==> src/rtl/fetch_queue_unit.sv <==
`default_nettype none
// ============================================================================
// Module      : fetch_queue_unit
// Description : Instruction fetch stage. Issues one outstanding request at a
//               time on a handshaked instruction-memory port, buffers returned
//               words with their PC in a small FIFO and presents the head to
//               the decoder under valid/ready. Redirects flush the queue and
//               discard any response still in flight.
// Revision    : 1.0 - initial release
// ============================================================================
module fetch_queue_unit #(
    parameter int          DEPTH    = 4,
    parameter logic [31:0] RESET_PC = 32'h0
) (
    input  logic                         clk_i,
    input  logic                         rst_i,
    output logic                         imem_req_o,
    output logic [31:0]                  imem_addr_o,
    input  logic                         imem_gnt_i,
    input  logic                         imem_rvalid_i,
    input  logic [31:0]                  imem_rdata_i,
    input  logic                         redirect_i,
    input  logic [31:0]                  redirect_pc_i,
    output logic                         instr_valid_o,
    output logic [31:0]                  instr_o,
    output logic [31:0]                  pc_o,
    output logic [31:0]                  pc_plus4_o,
    input  logic                         instr_ready_i,
    output logic [$clog2(DEPTH+1)-1:0]   count_o
);

    localparam int c_ptr_w = $clog2(DEPTH);
    localparam int c_cnt_w = $clog2(DEPTH + 1);
    localparam logic [c_cnt_w-1:0] c_depth = c_cnt_w'(DEPTH);

    localparam logic [1:0] c_st_idle = 2'd0;
    localparam logic [1:0] c_st_req  = 2'd1;
    localparam logic [1:0] c_st_wait = 2'd2;

    logic [1:0]          r_state;
    logic [31:0]         r_fpc;
    logic [31:0]         r_inflight_pc;
    logic                r_discard;
    logic [c_ptr_w-1:0]  r_wptr;
    logic [c_ptr_w-1:0]  r_rptr;
    logic [c_cnt_w-1:0]  r_count;
    logic [31:0]         r_fifo_instr [DEPTH];
    logic [31:0]         r_fifo_pc    [DEPTH];

    logic                w_req;
    logic                w_grant;
    logic                w_push;
    logic                w_pop;
    logic                w_head_valid;

    // A request is only raised while a free slot exists, so the response
    // accepted in WAIT can always be stored.
    assign w_req        = (r_state == c_st_req) && (r_count < c_depth);
    assign w_grant      = w_req && imem_gnt_i;
    assign w_head_valid = (r_count != '0);
    // A redirect in the same cycle kills both the arriving word and the pop.
    assign w_push       = (r_state == c_st_wait) && imem_rvalid_i && !r_discard && !redirect_i;
    assign w_pop        = w_head_valid && instr_ready_i && !redirect_i;

    // Fetch sequencing: PC generation, single outstanding request, discard of stale responses
    always_ff @(posedge clk_i or negedge rst_i) begin
        if (!rst_i) begin
            r_state       <= c_st_idle;
            r_fpc         <= RESET_PC;
            r_inflight_pc <= '0;
            r_discard     <= 1'b0;
        end else begin
            case (r_state)
                c_st_idle: begin
                    r_state <= c_st_req;
                    if (redirect_i) begin
                        r_fpc <= redirect_pc_i;
                    end
                end
                c_st_req: begin
                    if (w_grant) begin
                        r_state       <= c_st_wait;
                        r_inflight_pc <= r_fpc;
                        r_fpc         <= redirect_i ? redirect_pc_i : (r_fpc + 32'd4);
                        r_discard     <= redirect_i;
                    end else if (redirect_i) begin
                        r_fpc <= redirect_pc_i;
                    end
                end
                c_st_wait: begin
                    if (redirect_i) begin
                        r_fpc <= redirect_pc_i;
                    end
                    if (imem_rvalid_i) begin
                        r_discard <= 1'b0;
                        r_state   <= c_st_req;
                    end else if (redirect_i) begin
                        r_discard <= 1'b1;
                    end
                end
                default: begin
                    r_state <= c_st_idle;
                end
            endcase
        end
    end

    // Queue bookkeeping: pointers and occupancy, flushed on redirect
    always_ff @(posedge clk_i or negedge rst_i) begin
        if (!rst_i) begin
            r_wptr  <= '0;
            r_rptr  <= '0;
            r_count <= '0;
        end else if (redirect_i) begin
            r_wptr  <= '0;
            r_rptr  <= '0;
            r_count <= '0;
        end else begin
            if (w_push) begin
                r_wptr <= r_wptr + c_ptr_w'(1);
            end
            if (w_pop) begin
                r_rptr <= r_rptr + c_ptr_w'(1);
            end
            case ({w_push, w_pop})
                2'b10:   r_count <= r_count + c_cnt_w'(1);
                2'b01:   r_count <= r_count - c_cnt_w'(1);
                default: r_count <= r_count;
            endcase
        end
    end

    // Queue storage: write the returned word together with the PC it was fetched from
    always_ff @(posedge clk_i) begin
        if (w_push) begin
            r_fifo_instr[r_wptr] <= imem_rdata_i;
            r_fifo_pc[r_wptr]    <= r_inflight_pc;
        end
    end

    assign imem_req_o    = w_req;
    assign imem_addr_o   = r_fpc;
    assign instr_valid_o = w_head_valid;
    assign instr_o       = w_head_valid ? r_fifo_instr[r_rptr] : 32'h0;
    assign pc_o          = w_head_valid ? r_fifo_pc[r_rptr]    : 32'h0;
    assign pc_plus4_o    = pc_o + 32'd4;
    assign count_o       = r_count;

endmodule
`default_nettype wire

==> config.mk <==
export PLATFORM = sky130hd
export DESIGN_NAME = fetch_queue_unit
export DESIGN_NICKNAME = d
export VERILOG_FILES = /design/src/rtl/fetch_queue_unit.sv
export SDC_FILE = /design/constraint.sdc
export NUM_CORES = 1
export LEC_CHECK = 0
export CAP_MARGIN = 0
export CORE_AREA = 2 2 172 174
export CTS_CLUSTER_DIAMETER = 200
export DETAILED_ROUTE_END_ITERATION = 10
export DIE_AREA = 0 0 174 176
export PLACE_DENSITY = 0.76
export REMOVE_ABC_BUFFERS = 1
export SLEW_MARGIN = 10
export SYNTH_ARGS = -nofsm -noshare
export SYNTH_HDL_FRONTEND = slang
export SYNTH_SLANG_ARGS = --single-unit
==> constraint.sdc <==
create_clock -name clk_i -period 7.2 [get_ports clk_i]
set_input_delay 0.72 -clock clk_i [delete_from_list [all_inputs] [get_ports clk_i]]
set_output_delay 0.72 -clock clk_i [all_outputs]
set_load 0.02 [all_outputs]
# == Yosys cells after proc, flatten, opt, wreduce, memory -nomap -nowiden ==
# Memory sizes are Yosys's and may differ from the RTL's.
# Index checks and enable logic that the tools add are counted.
# op_classes
addsub,6
magnitude_cmp,1
eq_ne,7
mux,21
n_reduce_logical,20
# op_table
op,n
$mux W32,5
$add A32 B3 Y32 const B,2
$pmux W32 S2,1
$mux W2,6
$reduce_bool A2 Y1,4
$logic_and A1 B1 Y1,7
$pmux W2 S3,1
$pmux W3 S2,1
$reduce_bool A3 Y1,2
$mux W1,5
$add A2 B1 Y2 const B,2
$eq A2 B1 Y1 const B,2
$eq A2 B2 Y1 const B,2
$ne A2 B2 Y1 const B,2
$reduce_and A2 Y1,2
$add A3 B1 Y3 const B,1
$lt A3 B3 Y1 const B,1
$mux W3,1
$ne A3 B3 Y1 const B,1
$reduce_and A3 Y1,1
$sub A3 B1 Y3 const B,1
$logic_not A1 Y1,2
$logic_not A2 Y1,1
$pmux W1 S2,1
$reduce_or A2 Y1,1
# word_totals
ff_bits,74
ram_bits,256
in_bits,70
out_inout_bits,133
memories,2
# mem_list
memory,words,width,read_ports,rd_ports_with_merged_regs,write_ports,line_no,text
r_fifo_instr,4,32,1,0,1,47,logic [31:0] r_fifo_instr [DEPTH];
r_fifo_pc,4,32,1,0,1,48,logic [31:0] r_fifo_pc [DEPTH];

# == Depth between registers and ports, before layout ==
# logic_depth
ltp_word,7
mapped_depth,15
ltp_nobuf,11

# == Worst setup path before layout ==
# OpenSTA, ideal clock, no wires.
# synth_timing
kind,register -> output
from,"reg r_count[2], in the netlist count_o[2]"
to,out pc_plus4_o[30]
arrival_time_ps,3559
required_time_ps,6480
slack_ps,2921
path_stages_with_launch,16
path_buffers,4
path_cell_list,dfrtp_1 nor3_1 inv_1 buf_4 clkbuf_1 clkbuf_1 nand2_1 inv_1 ha_1 nand2_1 o22ai_1 and4b_1 and4_1 buf_2 nand4_1 xnor2_1
# synth_via
elab_chain_len,3
# synth_rtl
element,line_no,text
from (decl),46,logic [c_cnt_w-1:0] r_count;
from (signal assigned),126,2'b10: r_count <= r_count + c_cnt_w'(1);
from (signal assigned),127,2'b01: r_count <= r_count - c_cnt_w'(1);
from (signal assigned),128,default: r_count <= r_count;
$reduce_bool A3 Y1,60,assign w_head_valid = (r_count != '0);
via instr_valid_o,24,"output logic instr_valid_o,"
$mux W32,145,assign pc_o = w_head_valid ? r_fifo_pc[r_rptr] : 32'h0;
via pc_o[2],26,"output logic [31:0] pc_o,"
$add A32 B3 Y32,146,assign pc_plus4_o = pc_o + 32'd4;
to (decl),27,"output logic [31:0] pc_plus4_o,"
# The timed path passes the listed nets, and every way through them passes these cells.

# == Worst setup path after layout ==
# layout_timing
from,reg r_rptr[0]
to,out pc_plus4_o[19]
# layout_via
elab_chain_len,3
# layout_rtl
element,line_no,text
from (decl),45,logic [c_ptr_w-1:0] r_rptr;
from (signal assigned),123,r_rptr <= r_rptr + c_ptr_w'(1);
$mem_v2 Z4 W32,n/a,
$mux W32,145,
$add A32 B3 Y32,146,
# Every way passes these cells.

==> key figures <==
Synthesis
  • Top cell type's share of synthesized area: 0.5398
  • Synth warn: 0
  • Post-synth EDFFs: 256
  • Post-synth ARST share: 0.2242
  • Synth area leader: edfxtp_1
  • Post-synth cell types: 64
  • FF+latch count, synth: 330
  • Sequential cell area fraction in the yosys report: 0.6698
  • Syn Inst Count: 967
  • Synth top area cells: edfxtp_1 (54%), dfrtp_1 (13%), mux4_2 (9.2%), nand2_1 (4.0%), and2_1 (2.9%)
  • Ys flop type: edfxtp_1
  • Mapped Area: 14240 sq um
  • Syn Area/Cell: 14.73 sq um

Timing
  • Setup_tns: 0 ps
  • Final Skew: 27.50 ps
  • Minimum period implied by the final worst setup slack: 5095 ps
  • Slew HR: 0.3175
  • Fin. max-slew vios: 0
  • Slew @ Worst Pin: 1024 ps
  • RSZ-0062 raised after global routing: no
  • Fin crit share: 0.7077
  • Final setup violating endpoints: 0
  • Hold WS: 346.2 ps
  • Peak Freq: 196.3 MHz
  • Hold Fails Final Rpt: 0

Clock tree
  • CTS clk-pin slew, worst paths: 60 ps
  • Clock buffer depth: 3
  • Root Driver: clkbuf_16
  • Postcts setup bufs: 0
  • CTS Buf Count: 35
  • # hold bufs at CTS: 0
  • CTS resizes: 0
  • CTS Sinks: 330
  • CTS tree: done
  • Clock insertion delay at the later pin of the skew report: 510 ps
  • H-tree depth: 2

Routing
  • DRC Markers: 0
  • Post-Route WL: 32.04 mm
  • DRT Pass-1 Iters: 5
  • Routed length per instance: 20.43 um
  • Antenna viol nets, final: 0
  • Via count: 8853
  • 1st-iter DRT viols: 800
  • Drt via density: 5.646

Floorplanning
  • DIE WIDTH: 174 um
  • Initial Utilization: 0.4989
  • Height of the die: 176 um
  • Floorplan row count: 62
  • I/O pin cnt: 203
  • Core footprint: 28550 sq um
  • Die ar.: 30620 sq um

Critical path
  • Critical path launch point type: flip-flop
  • Crit end category: output pin
  • CP max FO: 49
  • Critical path required time: 6480 ps
  • Flop-to-flop setup slack: 3510 ps
  • Worst Path Class, Setup: flip-flop to output pin
  • Crit path DAT: 4380 ps
  • R2r endpoint: imem_addr_o[29]
  • Cell depth of the worst flop-to-flop path: 6
  • Crit Reg-Reg Startpoint: r_state[0]

Pwr
  • PD cells: 402.1 nW/um^2
  • Leakage: 6.215 nW
  • Overall power: 7.115 mW
  • Worst vdd ir: 0.0002243 V

Global route
  • Pin count of the biggest net entering global routing: 75
  • Tot GR Track Use: 0.2115
  • Initial antenna violation count: 0
  • Vias in the first global route: 8976
  • Total global routing overflow: 0
  • First-pass GRT wire length: 50.45 mm

Layout
  • Multi-input gate area: 4394 sq um
  • Fraction of layout cells with a size suffix above 1: 0.1132
  • Sequential cell area: 9547 sq um
  • Diode count: 0
  • NumNets Final: 1236
  • Area grow syn2layout: 24.25%
  • Layout fillers: 2200

Worst hold path
  • Hold Path Class: input port to asynchronous set/reset pin

Status
  • Status: complete, no violations

Run
  • Max-cap violations: 0

Place
  • DP HPWL: 20.47 mm
  • Routability cong.: 0.8331
  • Port bufs: 202
[metal layers]
| metal | routed length, um | global-route usage |
|---|---|---|
| met5 | 0 | 0 |
| met1 | 13730 | 0.2998 |
| met2 | 15450 | 0.3459 |
| met3 | 2199 | 0.03273 |
| met4 | 657 | 0.05847 |
[stage by stage]
step / worst slack (ps) / std cells / cell area (sq um) / util
floorplan: 1106 / 914 / 13970 / -
global placement: 2587 / 1506 / 16560 / 0.5800
detailed placement: 2581 / 1506 / 16560 / 0.5800
CTS: 2009 / 1568 / 17700 / 0.6199
global route: 1747 / 1568 / 17700 / 0.6199
finish: 2105 / 1568 / 17700 / 0.6199
[sequential cells by signal, summed over array words and instances (netlist names)]
| name | cells |
|---|---|
| r_state | 2 |
| r_rptr | 2 |
| r_discard | 1 |
| imem_addr_o | 32 |
| count_o | 3 |
| r_fifo_pc | 128 |
| r_fifo_instr | 128 |
| r_inflight_pc | 32 |
| r_wptr | 2 |
[kinds of logic (layout without fill, tap and decap cells)]
group                    Yosys count  in the layout  share of synthesized area
XOR/XNOR                          38             38                    0.02337
AND/OR/NAND/NOR                  346            346                     0.1209
buffers and inverters             72            289                    0.02381
multiplexers                      74             74                     0.1123
flip-flops                       330            330                     0.6698
adder cells (fa/ha/maj)            7              7                   0.006677
AO/OA/AOI/OAI                    100            100                    0.04322
[report_power, final]
part / internal (mW) / total (mW) / switching [mW]
Clock: 1.07 / 1.79 / 0.715
Sequential: 2.35 / 2.71 / 0.359
Combinational: 1.21 / 2.62 / 1.41
Total: 4.63 / 7.12 / 2.49
[worst max-delay path, cell delays in order, from the launching register on]
cell and delay (ps):
dfrtp_4 760, buf_4 770, mux4_1 460, nand2_1 140, nor4_4 480, nor4b_2 350, xor2_1 260, clkdlybuf4s50_1 650
[worst max-delay path by stage]
stage | start | endpoint | slack (ps) | depth (start not counted)
floorplan | r_rptr[0] | pc_plus4_o[30] | 1110 | 10
CTS | r_rptr[0] | pc_plus4_o[19] | 2010 | 7
detailed placement | r_rptr[0] | pc_plus4_o[31] | 2580 | 8
global route | r_rptr[0] | pc_plus4_o[28] | 1750 | 8
finish | r_rptr[0] | pc_plus4_o[19] | 2100 | 7
global placement | r_rptr[0] | pc_plus4_o[19] | 2590 | 7
[cell usage after synthesis, drive strengths merged (15+ instances only)]
| library cell | count |
|---|---|
| inv | 18 |
| a21oi | 26 |
| nand2 | 150 |
| and2 | 66 |
| xnor2 | 19 |
| nor2 | 41 |
| dfrtp | 74 |
| nand3 | 25 |
| xor2 | 19 |
| o21ai | 27 |
| edfxtp | 256 |
| buf | 22 |
| clkbuf | 31 |
| mux4 | 66 |
| nand4 | 15 |
[layout by cell type, fill, tap and decap left out, drive strengths merged, types with 7 or more instances in the layout]
| cell type | instances |
|---|---|
| buf | 7 |
| and2 | 66 |
| o22ai | 9 |
| xor2 | 19 |
| nor3 | 14 |
| and3 | 11 |
| mux4 | 66 |
| nand4 | 15 |
| clkbuf | 38 |
| edfxtp | 256 |
| nand2 | 150 |
| xnor2 | 19 |
| o21ai | 27 |
| nand3 | 25 |
| clkinv | 15 |
| dfrtp | 74 |
| nor2 | 41 |
| a21oi | 26 |
| clkdlybuf4s50 | 201 |
| inv | 19 |
[final cells by class]
type	instances	share of cell area
Sequential cell	330	0.5395
Multi-Input combinational cell	565	0.2483
Inverter	19	0.004030
Clock buffer	38	0.05013
Timing Repair Buffer	208	0.1167
Tap cell	384	0.02715
Clock inverter	24	0.01421
Power figures use the tool's default switching activity.
